`config.mk`:
```
export PLATFORM = sky130hd
export DESIGN_NAME = feature_relu_pool
export DESIGN_NICKNAME = d
export VERILOG_FILES = /design/src/rtl/conv_pkg.sv /design/src/rtl/pool_addr_gen.sv /design/src/rtl/feature_relu_pool.sv
export SDC_FILE = /design/constraint.sdc
export NUM_CORES = 1
export LEC_CHECK = 0
export BUFFER_PORTS_ARGS = -buffer_cell sky130_fd_sc_hd__buf_2
export CAP_MARGIN = 20
export CORE_MARGIN = 10
export CORE_UTILIZATION = 52
export CTS_BUF_LIST = sky130_fd_sc_hd__clkbuf_16
export DETAILED_ROUTE_END_ITERATION = 8
export PLACE_DENSITY = 0.76
export SYNTH_ARGS = -nofsm -noshare
export SYNTH_HDL_FRONTEND = slang
export SYNTH_SLANG_ARGS = --single-unit
export TNS_END_PERCENT = 30
```
`constraint.sdc`:
```
create_clock -name clk -period 2.7 [get_ports clk]
set_clock_uncertainty 0.2 [all_clocks]
set_input_delay 0.54 -clock clk [delete_from_list [all_inputs] [get_ports clk]]
set_output_delay 0.54 -clock clk [all_outputs]
set_load 0.01 [all_outputs]
```
`src/rtl/conv_pkg.sv`:
```
// conv_pkg: shared width, FSM state encoding and saturation limit for the conv pipeline.
package conv_pkg;
   localparam int WIDTH = 8;
   typedef enum logic [2:0] {IDLE, REQ, WAIT, WRITE, DONE} state_t;
   function automatic int sat_max(input int w);
      return 2 ** (w - 1) - 1;
   endfunction
endpackage

```
`src/rtl/pool_addr_gen.sv`:
```
// pool_addr_gen: tap/output counters with incremental read and write address bases.
module pool_addr_gen #(
   parameter int ADDR_WIDTH = 5,
   parameter int IN_H       = 4,
   parameter int IN_W       = 4,
   parameter int CH         = 1
) (
   input  logic                  clk,
   input  logic                  resetn,
   input  logic                  i_clear,
   input  logic                  i_tap_adv,
   input  logic                  i_out_adv,
   output logic [ADDR_WIDTH-1:0] o_rd_addr,
   output logic [ADDR_WIDTH-1:0] o_wr_addr,
   output logic [1:0]            o_tap,
   output logic                  o_last_tap,
   output logic                  o_last_out
);
   localparam int AW = ADDR_WIDTH;
   localparam logic [AW-1:0] C_OW_LAST = AW'(IN_W / 2 - 1);
   localparam logic [AW-1:0] C_OH_LAST = AW'(IN_H / 2 - 1);
   localparam logic [AW-1:0] C_CH_LAST = AW'(CH - 1);
   localparam logic [AW-1:0] C_ROW     = AW'(IN_W);
   localparam logic [AW-1:0] C_ROW2    = AW'(2 * IN_W);
   localparam logic [AW-1:0] C_PLANE   = AW'(IN_H * IN_W);
   localparam logic [AW-1:0] C_ONE     = AW'(1);
   localparam logic [AW-1:0] C_TWO     = AW'(2);

   logic [1:0]    r_tap;
   logic [AW-1:0] r_ocol, r_orow, r_c, r_base, r_row_base, r_ch_base, r_wr_addr;

   // r_base is the top-left tap of the current 2x2 window
   assign o_rd_addr  = r_base + (r_tap[1] ? C_ROW : '0) + (r_tap[0] ? C_ONE : '0);
   assign o_wr_addr  = r_wr_addr;
   assign o_tap      = r_tap;
   assign o_last_tap = r_tap == 2'd3;
   assign o_last_out = r_c == C_CH_LAST && r_orow == C_OH_LAST && r_ocol == C_OW_LAST;

   always_ff @(posedge clk) begin
      if (!resetn || i_clear) begin
         r_tap      <= '0;
         r_ocol     <= '0;
         r_orow     <= '0;
         r_c        <= '0;
         r_base     <= '0;
         r_row_base <= '0;
         r_ch_base  <= '0;
         r_wr_addr  <= '0;
      end else begin
         if (i_tap_adv) r_tap <= r_tap + 2'd1;
         if (i_out_adv) begin
            r_wr_addr <= r_wr_addr + C_ONE;
            if (r_ocol != C_OW_LAST) begin
               r_ocol <= r_ocol + C_ONE;
               r_base <= r_base + C_TWO;
            end else if (r_orow != C_OH_LAST) begin
               r_ocol     <= '0;
               r_orow     <= r_orow + C_ONE;
               r_row_base <= r_row_base + C_ROW2;
               r_base     <= r_row_base + C_ROW2;
            end else begin
               r_ocol     <= '0;
               r_orow     <= '0;
               r_c        <= r_c + C_ONE;
               r_ch_base  <= r_ch_base + C_PLANE;
               r_row_base <= r_ch_base + C_PLANE;
               r_base     <= r_ch_base + C_PLANE;
            end
         end
      end
   end
endmodule

```
`src/rtl/feature_relu_pool.sv`:
```
// feature_relu_pool: 2x2/2 max-pool, ReLU, shift and 8-bit saturation from feature RAM to image RAM.
module feature_relu_pool #(
   parameter int WIDTH      = conv_pkg::WIDTH,
   parameter int ADDR_WIDTH = 5,
   parameter int IN_H       = 4,
   parameter int IN_W       = 4,
   parameter int CH         = 1,
   parameter int SHIFT      = 0
) (
   input  logic                  clk,
   input  logic                  resetn,
   input  logic                  start,
   output logic                  busy,
   output logic                  done,
   output logic                  FEATURE_RAM_EN,
   output logic [ADDR_WIDTH-1:0] FEATURE_RAM_ADDRESS,
   input  logic [2*WIDTH-1:0]    FEATURE_RAM_DIN,
   input  logic                  FEATURE_RAM_DATA_VAL,
   output logic                  POOL_RAM_EN,
   output logic                  POOL_RAM_WEN,
   output logic [ADDR_WIDTH-1:0] POOL_RAM_ADDRESS,
   output logic [WIDTH-1:0]      POOL_RAM_DOUT
);
   import conv_pkg::*;

   localparam int DW = 2 * WIDTH;
   localparam logic signed [DW-1:0] C_SAT = DW'(sat_max(WIDTH));

   state_t                 r_state, w_next;
   logic signed [DW-1:0]   r_max, w_relu, w_sh;
   logic                   w_start, w_cap, w_last_tap, w_last_out;
   logic [1:0]             w_tap;

   assign w_start = start && (r_state == IDLE || r_state == DONE);
   assign w_cap   = r_state == WAIT && FEATURE_RAM_DATA_VAL;

   pool_addr_gen #(
      .ADDR_WIDTH(ADDR_WIDTH),
      .IN_H      (IN_H),
      .IN_W      (IN_W),
      .CH        (CH)
   ) u_addr (
      .clk       (clk),
      .resetn    (resetn),
      .i_clear   (w_start),
      .i_tap_adv (w_cap),
      .i_out_adv (r_state == WRITE),
      .o_rd_addr (FEATURE_RAM_ADDRESS),
      .o_wr_addr (POOL_RAM_ADDRESS),
      .o_tap     (w_tap),
      .o_last_tap(w_last_tap),
      .o_last_out(w_last_out)
   );

   always_comb begin
      w_next = r_state;
      unique case (r_state)
         IDLE, DONE: w_next = start ? REQ : r_state;
         REQ:        w_next = WAIT;
         WAIT:       w_next = FEATURE_RAM_DATA_VAL ? (w_last_tap ? WRITE : REQ) : WAIT;
         WRITE:      w_next = w_last_out ? DONE : REQ;
         default:    w_next = IDLE;
      endcase
   end

   always_ff @(posedge clk) begin
      if (!resetn) r_state <= IDLE;
      else         r_state <= w_next;
   end

   // first tap of a window loads unconditionally; later taps only if strictly greater
   always_ff @(posedge clk) begin
      if (!resetn) r_max <= '0;
      else if (w_cap && (w_tap == 2'd0 || $signed(FEATURE_RAM_DIN) > r_max)) r_max <= $signed(FEATURE_RAM_DIN);
   end

   assign w_relu = r_max[DW-1] ? '0 : r_max;
   assign w_sh   = w_relu >>> SHIFT;

   assign POOL_RAM_DOUT  = w_sh > C_SAT ? C_SAT[WIDTH-1:0] : w_sh[WIDTH-1:0];
   assign busy           = r_state == REQ || r_state == WAIT || r_state == WRITE;
   assign done           = r_state == DONE;
   assign FEATURE_RAM_EN = r_state == REQ;
   assign POOL_RAM_EN    = r_state == WRITE;
   assign POOL_RAM_WEN   = r_state == WRITE;
endmodule

```
==> summary.md <==
| Metric | Value |
|---|---|
| Status | complete, no violations |
| IR drop worst, VDD | about 0.25 mV |
| Async SR Flop Fraction | 0% |
| Cells along the critical path | buf_2 > ha_1 > nand4_4 > nor2_1 > a311o_1 > a221oi_4 > mux2i_4 > buf_4 > mux2i_1 |
| Initial antenna violation count | 0 |
| Nature of the critical path startpoint | input port |
| Sequential-to-total area share from yosys stat | 34.8% |
| Yosys reg bits | between 50 and 60 |
| DR vias | between 2000 and 2500 |
| CTS tree | built |
| Clock Pin Slew Worst Setup and Hold Paths | approximately 0.07 ns |
| Worst r2r path cells | 9 |
| Commonest non-fill, non-tap cells in the layout | 52 x dfxtp_1, 48 x nand2_1, 41 x buf_2 |
| Post-DRT Antenna Nets | 0 |
| Placer congestion estimate | ~0.83 |
| MaxCap Viol Count | 0 |
| Nets@finish | about 440 |
| CTS Buffer Depth | 2 |
| Avg Cell Area, Syn | roughly 8.7 um2 |
| Warnings, synthesis | 0 |
| Max incr delay on CP | 0.38 ns |
| Worst r2r dst | r_max[13] |
| Final Cycle Share | 92.7% |
| Final Total Pwr | 1.67 mW |
| PortBufs | 41 |
| Post-Synthesis Cell Area | about 3000 um2 |
| Final count of negative-setup-slack endpoints | 0 |
| Die extent in y | 95.8 um |
| Number of global-route vias before repair | around 2400 |
| Fin. Hold Viols | 0 |
| First-pass GRT wire length | about 11000 um |
| Initial DRC count | 133 |
| Worst setup path class | in -> reg |
| Buffers & Inverters on Critical Path | 2 |
| FMAX | ~400 MHz |
| Total wire length | between 6000 and 7000 um |
| Arrival time at the worst endpoint | between 2 and 3 ns |
| PwrDens | 491 nW/um2 |
| Syn Nets | roughly 400 |
| Core area | 5540 um2 |
| Vias per inst | roughly 5.3 |
| Reg2Reg Setup Slack | between 0.15 and 0.2 ns |
| Max Slew Vio Count | 0 |
| Num Clock Sinks | 52 |
| Post-DR wirelength/cell | 14.0 um |
| Crit path max fanout | 6 |
| HP Class | reg -> reg |
| Hpwl dp | 4980 um |
| Setup ws final | 0.197 ns |
| Critical path's top delay family | compound AO/OA/AOI/OAI gates |
| Levels on crit path | 9 |
| DR pass1 iterations | 4 |
| Crit path to | r_max[13] |
| CP max-delay cell | a311o_1 |
| Fillers | a little over 500 |
| # DRC | 0 |
| Worst-margin pin slew | ~0.59 ns |
| WP data required | ~2.7 ns |
| Number of buffers created by CTS | 5 |
| Mapped Cells | roughly 340 |
| Initial Util | between 50% and 60% |
| Place WS | -0.0995 ns |
| Hold Buf Count CTS | 0 |
| Clock latency on the worst-skew pair | between 0.2 and 0.3 ns |
| Total GRT Usage | 14.3% |
| Leak Pwr | roughly 1.5 nW |
| Setup bufs post-CTS | 0 |
| Worst Setup SP | FEATURE_RAM_DIN[13] |
| Number of synthesized flops with an enable pin | 0 |
| Tmin final | about 2.5 ns |
| RSZ-0062 raised after global routing | false |
| Root buf cell | clkbuf_16 |
| Cell variety after synth | 50 |
| GRT overflow | 0 |
| Die ar. | 9180 um2 |
| Post_cts resized | 0 |
| Top FF cell, synth | dfxtp_1 |
| IO Count | between 40 and 50 |
| Rows | 27 |
| Slew headroom | between 60% and 70% |
| Htree depth | 2 |
| Die W | 95.8 um |
| Worst Setup End Kind | flop |
| Reg-to-Reg Start | r_max[13] |
| Synth-to-Final Area Change | 13.7% |
| Antenna diodes | 0 |
| Largest net degree at the start of global routing | 37 |
| Commonest non-fill, non-tap cell in the layout | dfxtp_1 |
| Share of cells above drive strength 1 | between 10% and 20% |
| Layout Utilization | about three fifths |
sequential cells by signal (all words and copies together) (netlist names):
name and count:
u_addr.o_tap 2, u_addr.r_ch_base 1, u_addr.o_wr_addr 5, u_addr.r_orow 5, u_addr.r_row_base 5, r_state 3
u_addr.r_ocol 5, u_addr.r_base 5, r_max 16, u_addr.r_c 5
per-stage QoR:
step	instances	TNS [ns]	hold slack, ns	instance area [um2]
finish	460	0	0.263	3400
global placement	453	-0.273	0.245	3270
CTS	460	0	0.264	3400
floorplan	344	0	0.230	2990
detailed placement	453	-1.20	0.254	3270
global route	460	0	0.277	3400
how the worst min path moves through the flow:
stage / startpoint / to / slack, ns / depth (start not counted)
detailed placement: r_max[4] / r_max[4] / 0.25 / 2
global placement: r_max[14] / r_max[14] / 0.25 / 2
floorplan: u_addr.r_row_base[1] / u_addr.r_row_base[1] / 0.23 / 1
CTS: r_max[2] / r_max[2] / 0.26 / 2
finish: r_max[2] / r_max[2] / 0.26 / 2
global route: r_max[2] / r_max[2] / 0.28 / 2
worst reg2reg max path, cell delays in order (launching register included):
cell and delay (ns):
dfxtp_1 0.32, inv_1 0.06, ha_1 0.33, nand4_4 0.14
nor2_1 0.06, a311o_1 0.38, a221oi_4 0.24, mux2i_4 0.30
buf_4 0.20, mux2i_1 0.20
kinds of logic after synthesis:
| kind of cell | Yosys count | share of synthesized area [%] |
|---|---|---|
| and+or+nand+nor | 133 | 23.2 |
| DFF | 52 | 34.8 |
| xor gates and xnor gates | 20 | 5.86 |
| adders and majority gates | 29 | 12.1 |
| other | 1 | 0.126 |
| muxes | 19 | 6.78 |
| buffers and inverters | 42 | 6.87 |
| AOI/OAI and AO/OA | 48 | 10.2 |
per-layer routing:
metal | track usage [%] | wire length, um | up-vias
met1 | 18.4 | 3060 | 1117
met2 | 23.0 | 2910 | 51
li1 | - | - | 1266
met4 | 4.05 | 40 | 0
met3 | 3.97 | 410 | 4
met5 | 0 | 0 | -
power breakdown:
| part | total [mW] | internal, mW | switching, mW |
|---|---|---|---|
| Clock | 0.594 | 0.332 | 0.261 |
| Combinational | 0.281 | 0.119 | 0.161 |
| Sequential | 0.793 | 0.782 | 0.0111 |
layout make-up:
type	instances	area, um2	area share [%]
Multi-Input combinational cell	250	1740	51.3
Tap cell	72	90.1	2.65
Sequential cell	52	1040	30.6
Inverter	26	97.6	2.87
Timing Repair Buffer	53	295	8.69
Clock inverter	2	7.51	0.221
Clock buffer	5	125	3.68
cells in the mapped netlist, types with 2 or more instances:
cell type | number | area share (%)
a21oi_1 | 25 | 4.2
a221oi_1 | 3 | 0.88
a31oi_1 | 4 | 0.84
and2_1 | 3 | 0.63
buf_1 | 2 | 0.25
buf_4 | 2 | 0.50
clkbuf_1 | 7 | 0.88
dfxtp_1 | 52 | 35
dlygate4sd1_1 | 2 | 0.59
ha_1 | 29 | 12
inv_1 | 25 | 3.1
mux2i_1 | 18 | 6.0
nand2_1 | 48 | 6.0
nand3_1 | 3 | 0.50
nand4_1 | 13 | 2.7
nor2_1 | 34 | 4.3
nor2b_1 | 2 | 0.42
nor3_1 | 11 | 1.8
nor3b_1 | 4 | 1.0
o21ai_0 | 4 | 0.67
o21ai_1 | 4 | 0.67
o21ai_2 | 2 | 0.59
or4b_1 | 2 | 0.67
xnor2_1 | 6 | 1.8
xor2_1 | 14 | 4.1
Note: power is estimated with default switching activity, not from simulation.
